<file path="config.mk">
export PLATFORM = sky130hd
export DESIGN_NAME = eth_frame_rx
export DESIGN_NICKNAME = d
export VERILOG_FILES = /design/src/rtl/eth_rx_pkg.sv /design/src/rtl/eth_crc32.sv /design/src/rtl/eth_frame_rx.sv
export SDC_FILE = /design/constraint.sdc
export NUM_CORES = 1
export LEC_CHECK = 0
export CORE_UTILIZATION = 50
export CTS_BUF_LIST = sky130_fd_sc_hd__clkbuf_2
export DETAILED_ROUTE_END_ITERATION = 8
export GPL_TIMING_DRIVEN = 0
export PLACE_DENSITY = 0.7
export SYNTH_ARGS = -nofsm -noshare
export SYNTH_HDL_FRONTEND = slang
export SYNTH_SLANG_ARGS = --single-unit
</file>
<file path="constraint.sdc">
create_clock -name clk -period 5.19 [get_ports clk]
set_input_delay 0.7785 -clock clk [delete_from_list [all_inputs] [get_ports clk]]
set_output_delay 0.7785 -clock clk [all_outputs]
set_load 0.01 [all_outputs]
</file>
<file path="src/rtl/eth_rx_pkg.sv">
// Shared types, wire constants and the byte-wise CRC-32 step for the Ethernet II receiver.
package eth_rx_pkg;

  typedef enum logic [3:0] {
    S_IDLE,
    S_PRE,
    S_SFD,
    S_DST,
    S_SRC,
    S_LEN,
    S_PL,
    S_FCS,
    S_CHK,
    S_DROP,
    S_ABORT
  } state_t;

  localparam logic [7:0]  PREAMBLE_BYTE = 8'h55;
  localparam logic [7:0]  SFD_BYTE      = 8'hD5;
  localparam int          PREAMBLE_LEN  = 7;
  localparam int          MAC_LEN       = 6;
  localparam int          FCS_LEN       = 4;
  localparam logic [47:0] BCAST_ADDR    = 48'hFFFF_FFFF_FFFF;
  localparam logic [31:0] CRC_POLY      = 32'hEDB8_8320;
  localparam logic [31:0] CRC_INIT      = 32'hFFFF_FFFF;
  localparam logic [31:0] CRC_RESIDUE   = 32'hDEBB_20E3;

  // Reflected CRC-32: the byte enters LSB first.
  function automatic logic [31:0] crc32_byte(input logic [31:0] crc, input logic [7:0] data);
    logic [31:0] c;
    c = crc ^ {24'h0, data};
    for (int i = 0; i < 8; i++) begin
      c = c[0] ? ((c >> 1) ^ CRC_POLY) : (c >> 1);
    end
    return c;
  endfunction

endpackage

</file>
<file path="src/rtl/eth_crc32.sv">
// CRC-32 accumulator: one byte per enable, reloads the init value on clear.
module eth_crc32
  import eth_rx_pkg::*;
(
  input  logic        clk,
  input  logic        rst,
  input  logic        clear,
  input  logic        enable,
  input  logic [7:0]  data_in,
  output logic [31:0] crc
);

  logic [31:0] crc_q, crc_d;

  always_comb begin
    crc_d = crc_q;
    if (clear) begin
      crc_d = CRC_INIT;
    end else if (enable) begin
      crc_d = crc32_byte(crc_q, data_in);
    end
  end

  always_ff @(posedge clk) begin
    if (rst) begin
      crc_q <= CRC_INIT;
    end else begin
      crc_q <= crc_d;
    end
  end

  assign crc = crc_q;

endmodule

</file>
<file path="src/rtl/eth_frame_rx.sv">
// Ethernet II byte-stream receiver: preamble/SFD check, DST filter, length bounds, payload stream, FCS check.
// Define ETH_RX_BCAST_EN to also accept the broadcast destination address.
module eth_frame_rx
  import eth_rx_pkg::*;
#(
  parameter logic [47:0] DEST_MAC_ADDR = 48'h00_0a_95_9d_68_16,
  parameter logic [15:0] MIN_PL        = 16'd46,
  parameter logic [15:0] MAX_PL        = 16'd1500,
  parameter int          GAP_TIMEOUT   = 8,
  parameter int          CNT_W         = 16
) (
  input  logic             clk,
  input  logic             rst,
  input  logic [7:0]       in_data,
  input  logic             in_vld,
  input  logic             start,
  output logic             ready,
  output logic [7:0]       out_data,
  output logic             out_vld,
  output logic             out_last,
  output logic             frm_done,
  output logic             frm_ok,
  output logic [CNT_W-1:0] ok_cnt,
  output logic [CNT_W-1:0] err_cnt
);

  localparam int               GAP_W    = $clog2(GAP_TIMEOUT + 1);
  localparam logic [GAP_W-1:0] GAP_LAST = GAP_W'(GAP_TIMEOUT - 1);
  localparam logic [15:0]      PRE_LAST = 16'(PREAMBLE_LEN - 1);
  localparam logic [15:0]      MAC_LAST = 16'(MAC_LEN - 1);
  localparam logic [15:0]      FCS_LAST = 16'(FCS_LEN - 1);

  state_t            state_q, state_d;
  logic [15:0]       cnt_q, cnt_d;
  logic [15:0]       len_q, len_d;
  logic [GAP_W-1:0]  gap_q, gap_d;
  logic [7:0]        out_data_q, out_data_d;
  logic              out_vld_q, out_vld_d;
  logic              out_last_q, out_last_d;
  logic [CNT_W-1:0]  ok_cnt_q, ok_cnt_d;
  logic [CNT_W-1:0]  err_cnt_q, err_cnt_d;
`ifdef ETH_RX_BCAST_EN
  logic              bcast_q, bcast_d;
`endif

  logic              crc_clear, crc_en;
  logic [31:0]       crc;
  logic              in_frame, gap_expired, dst_match;
  logic [7:0]        dst_byte;
  logic [15:0]       len_full;

  eth_crc32 u_crc (
    .clk     (clk),
    .rst     (rst),
    .clear   (crc_clear),
    .enable  (crc_en),
    .data_in (in_data),
    .crc     (crc)
  );

  assign in_frame    = state_q inside {S_PRE, S_SFD, S_DST, S_SRC, S_LEN, S_PL, S_FCS};
  assign gap_expired = in_frame && !in_vld && (gap_q == GAP_LAST);
  assign dst_byte    = 8'(DEST_MAC_ADDR >> (8 * (MAC_LEN - 1 - int'(cnt_q[2:0]))));
  assign len_full    = {len_q[15:8], in_data};

  // A broadcast byte only counts while every earlier DST byte was also 8'hFF.
`ifdef ETH_RX_BCAST_EN
  assign dst_match = (in_data == dst_byte) || (bcast_q && (in_data == BCAST_ADDR[7:0]));
`else
  assign dst_match = (in_data == dst_byte);
`endif

  // NOTE: every signal gets a default before the case so no path leaves it unassigned (no latches).
  always_comb begin
    state_d    = state_q;
    cnt_d      = cnt_q;
    len_d      = len_q;
    gap_d      = '0;
    out_data_d = out_data_q;
    out_vld_d  = 1'b0;
    out_last_d = 1'b0;
    ok_cnt_d   = ok_cnt_q;
    err_cnt_d  = err_cnt_q;
    crc_clear  = (state_q == S_IDLE);
    crc_en     = 1'b0;
    frm_done   = 1'b0;
    frm_ok     = 1'b0;
`ifdef ETH_RX_BCAST_EN
    bcast_d    = bcast_q;
`endif

    if (in_frame && !in_vld) begin
      gap_d = gap_q + 1'b1;
    end

    unique case (state_q)
      S_IDLE: begin
        if (start && in_vld && (in_data == PREAMBLE_BYTE)) begin
          state_d = S_PRE;
          cnt_d   = 16'd1;
        end
      end
      S_PRE: begin
        if (in_vld) begin
          if (in_data != PREAMBLE_BYTE) begin
            state_d = S_DROP;
          end else if (cnt_q == PRE_LAST) begin
            state_d = S_SFD;
            cnt_d   = '0;
          end else begin
            cnt_d = cnt_q + 16'd1;
          end
        end
      end
      S_SFD: begin
        if (in_vld) begin
          state_d = (in_data == SFD_BYTE) ? S_DST : S_DROP;
          cnt_d   = '0;
`ifdef ETH_RX_BCAST_EN
          bcast_d = 1'b1;
`endif
        end
      end
      S_DST: begin
        if (in_vld) begin
          crc_en = 1'b1;
`ifdef ETH_RX_BCAST_EN
          bcast_d = bcast_q && (in_data == BCAST_ADDR[7:0]);
`endif
          if (!dst_match) begin
            state_d = S_DROP;
          end else if (cnt_q == MAC_LAST) begin
            state_d = S_SRC;
            cnt_d   = '0;
          end else begin
            cnt_d = cnt_q + 16'd1;
          end
        end
      end
      S_SRC: begin
        if (in_vld) begin
          crc_en = 1'b1;
          if (cnt_q == MAC_LAST) begin
            state_d = S_LEN;
            cnt_d   = '0;
          end else begin
            cnt_d = cnt_q + 16'd1;
          end
        end
      end
      S_LEN: begin
        if (in_vld) begin
          crc_en = 1'b1;
          if (cnt_q == 16'd0) begin
            len_d[15:8] = in_data;
            cnt_d       = 16'd1;
          end else begin
            len_d   = len_full;
            cnt_d   = '0;
            state_d = ((len_full < MIN_PL) || (len_full > MAX_PL)) ? S_ABORT : S_PL;
          end
        end
      end
      S_PL: begin
        if (in_vld) begin
          crc_en     = 1'b1;
          out_vld_d  = 1'b1;
          out_data_d = in_data;
          if (cnt_q == len_q - 16'd1) begin
            out_last_d = 1'b1;
            state_d    = S_FCS;
            cnt_d      = '0;
          end else begin
            cnt_d = cnt_q + 16'd1;
          end
        end
      end
      S_FCS: begin
        if (in_vld) begin
          crc_en = 1'b1;
          if (cnt_q == FCS_LAST) begin
            state_d = S_CHK;
            cnt_d   = '0;
          end else begin
            cnt_d = cnt_q + 16'd1;
          end
        end
      end
      S_CHK: begin
        frm_done = 1'b1;
        frm_ok   = (crc == CRC_RESIDUE);
        if (frm_ok) begin
          if (ok_cnt_q != '1) ok_cnt_d = ok_cnt_q + 1'b1;
        end else begin
          if (err_cnt_q != '1) err_cnt_d = err_cnt_q + 1'b1;
        end
        state_d = S_IDLE;
      end
      S_ABORT: begin
        frm_done = 1'b1;
        if (err_cnt_q != '1) err_cnt_d = err_cnt_q + 1'b1;
        state_d = S_IDLE;
      end
      S_DROP: begin
        state_d = S_IDLE;
      end
      default: begin
        state_d = S_IDLE;
      end
    endcase

    // A stalled stream overrides whatever the byte decode chose.
    if (gap_expired) begin
      state_d = S_ABORT;
    end
  end

  // NOTE: state registers use non-blocking assignments so every flop samples pre-edge values.
  always_ff @(posedge clk) begin
    if (rst) begin
      state_q    <= S_IDLE;
      cnt_q      <= '0;
      len_q      <= '0;
      gap_q      <= '0;
      out_data_q <= '0;
      out_vld_q  <= 1'b0;
      out_last_q <= 1'b0;
      ok_cnt_q   <= '0;
      err_cnt_q  <= '0;
`ifdef ETH_RX_BCAST_EN
      bcast_q    <= 1'b0;
`endif
    end else begin
      state_q    <= state_d;
      cnt_q      <= cnt_d;
      len_q      <= len_d;
      gap_q      <= gap_d;
      out_data_q <= out_data_d;
      out_vld_q  <= out_vld_d;
      out_last_q <= out_last_d;
      ok_cnt_q   <= ok_cnt_d;
      err_cnt_q  <= err_cnt_d;
`ifdef ETH_RX_BCAST_EN
      bcast_q    <= bcast_d;
`endif
    end
  end

  assign ready    = (state_q == S_IDLE);
  assign out_data = out_data_q;
  assign out_vld  = out_vld_q;
  assign out_last = out_last_q;
  assign ok_cnt   = ok_cnt_q;
  assign err_cnt  = err_cnt_q;

endmodule
</file>
==> metrics.yaml <==
status:
  status: "finished clean"
global_route:
  antenna_found_initial: 0
  grt_util_all_layers_pct: 27.6
  grt_max_degree: 17
  grt_pass1_vias: 5794
  grt-ovfl-total: 0
  grt_pass1_wl_um: 28900
timing:
  hold_violations: 0
  tightest_slew_ns: 1.16
  tns_ns: 0
  setup_viol: 0
  skew_ns: 0.0228
  fin_crit_ns: 4.09
  slew_viol_final: 0
  fin_crit_sh_pct: 78.8
  rsz0062_at_grt: "no"
  layout_setup_ws_ns: 1.10
  relSlewSlack_pct: 22.2
  max_freq_ghz: 0.245
  finalHoldWorstSlack_ns: 0.456
placed_design:
  numPortBuffers: 49
  dp_slack_ns: 1.20
  dp_hpwl_um: 13300
  gp_congestion: 0.971
synth:
  async_reset_ff_share_pct: 0
  synth_top_area_share_pct: 34.9
  syn_inst: 800
  ys_seq_elements: 114
  synthesis.nets: 823
  ys.flop_type: "dfxtp_1"
  yosysUniqueCellTypes: 59
  syn_area_um2: 6530
  synthTopCellsByCount: "114 x dfxtp_1, 83 x nand2_1, 76 x nor2_1, 72 x xnor2_1, 43 x clkbuf_1"
  ys_warn_count: 0
  yosysMostFrequentCell: "dfxtp_1"
  synth-edff-count: 0
  syn_area_per_cell_um2: 8.16
  ys_seq_area_share_pct: 34.9
  yosys.area.top_type: "dfxtp_1"
  synth.area.top_cells: "dfxtp_1 35%, xnor2_1 9.7%, xor2_1 5.5%, nand2_1 4.8%, mux2i_1 4.4%"
floorplanning:
  rows: 41
  start_util_pct: 51.5
  die_x_um: 116
  core_um2: 12700
  die_h_um: 116
  fp.dieArea_um2: 13500
  ios: 57
clock_network:
  cts_setup_buffers: 0
  root_buffer: "clkbuf_2"
  numCtsBuffers: 17
  cts.path.max_buffers: 2
  path_clk_slew_ns: 0.17
  clkSinkCount: 114
  cts_max_level: 4
  postCtsHoldBufs: 0
  clock_latency_ns: 0.70
  cts_tree: "yes"
  ctsResizeCount: 0
layout:
  nets: 891
  layout-drive-gt1-share_pct: 4.88
  diodes: 0
  area_growth_pct: 14.5
hold_path:
  holdCritStartpoint: "gap_q[0]$_SDFF_PP0_"
  hold_depth: 1
  min_to: "gap_q[0]$_SDFF_PP0_"
  hold_path.class: "reg -> reg"
route:
  wirelength_um: 17800
  ant_nets: 0
  wl_per_cell_um: 16.9
  drt_first_pass_iters: 6
  drc_errors: 0
  viasPerCell: 5.87
  vias: 6181
  first_iter_violations: 550
power:
  leakage_nw: 2.88
  peakVddDrop_uv: 214
  power_density_nw_per_um2: 280
  power_w: 0.00209
job:
  max_cap_violations: 0
worst_setup_path:
  r2r-end: "cnt_q[9]$_SDFFE_PP0P_"
  critPathMaxFanout: 4
  end_kind: "primary output"
  setup.worst_path.start_class: "flop"
  crit_arrival_ns: 3.31
  ff2ff_path_depth: 12
  crit_required_ns: 4.41
  worstReg2RegStart: "cnt_q[2]$_SDFFE_PP0P_"
  rrSetupSlack_ns: 1.38
  crit_type: "reg -> out"
-- area by class of cell --
cell class                      count  area, µm²
Clock buffer                       20        100
Timing Repair Buffer               49        490
Clock inverter                     12        139
Multi-Input combinational cell    615       3980
Inverter                           22       82.6
Tap cell                          172        215
Fill cell                        1201       5200
Buffer                             49        190
Sequential cell                   114       2280
-- worst max-delay path by stage --
stage                                           from                     to  slack (ns)  cells after the start
after CTS                 u_crc.crc[16]$_SDFFE_PP1P_                 frm_ok        1.09                      5
final                     u_crc.crc[16]$_SDFFE_PP1P_                 frm_ok        1.10                      5
after floorplan                cnt_q[2]$_SDFFE_PP0P_  cnt_q[9]$_SDFFE_PP0P_        2.13                     12
after global routing      u_crc.crc[16]$_SDFFE_PP1P_                 frm_ok        0.96                      5
after detailed placement                  in_data[3]  cnt_q[9]$_SDFFE_PP0P_        1.20                     10
after global placement                    in_data[3]  cnt_q[9]$_SDFFE_PP0P_        1.29                     10
-- where the power goes --
part	internal [W]	total, W	switching, W	leakage (nW)
logic	0.000204	0.000568	0.000364	1.81
registers	0.000894	0.000913	0.0000194	0.920
clock network	0.000268	0.000614	0.000346	0.144
-- flip-flops by register name, indices dropped and copies added (netlist names) --
register	flops
err_cnt	16
ok_cnt	16
u_crc.crc	32
out_vld	1
cnt_q	16
state_q	4
out_last	1
len_q	16
out_data	8
gap_q	4
-- layer usage --
layer | share of wire (%) | GRT usage, % | routed length, µm
met1 | 44 | 35.5 | 7900
met2 | 49 | 45.3 | 8660
met3 | 5.0 | 6.02 | 893
met4 | 2.2 | 10.2 | 388
met5 | 0 | 0 | 0
-- per-stage QoR --
| stage | cell area, µm² | util, % | instances |
|---|---|---|---|
| detailed placement | 7240 | 57.1 | 1021 |
| finish | 7470 | 59.0 | 1053 |
| global placement | 7240 | 57.1 | 1021 |
| global route | 7470 | 59.0 | 1053 |
| CTS | 7470 | 59.0 | 1053 |
| floorplan | 6530 | - | 800 |
-- critical path, cell delays in order, from the launching register on --
cell             delay (ns)
dfxtp_1                0.41
or4bb_1                0.55
nor4_1                 0.56
nand4_1                0.39
nor2_1                 0.18
clkdlybuf4s50_1        0.55
-- kinds of logic after synthesis --
group	synth area share, %
and+or+nand+nor	24.3
adders and majority gates	2.11
muxes	4.45
buffers and inverters	4.18
DFF	34.9
xor gates and xnor gates	15.2
AOI/OAI and AO/OA	14.8
-- layout by cell type, fill, tap and decap left out, types with 4 or more instances in the layout --
cell type        count
o211ai_1            31
nand4b_1             4
nor2_1              76
or3_1               13
clkbuf_1            43
inv_1               22
nand2_1             83
o21ai_0             24
dfxtp_1            114
mux2i_1             29
a31oi_1             17
buf_2                5
xor2_1              41
nor3_1              21
nand3_1             41
o22ai_1              4
nand4_1             13
clkdlybuf4s50_1     49
nand2b_1             9
nor2b_1              4
ha_1                11
a211oi_1             8
and4_1               5
and2_1               5
clkbuf_2            20
clkinv_1             4
o21a_1               5
xnor2_1             72
a21oi_1             28
and3_1              12
nor4_1              13
(Power assumes the default switching activity.)
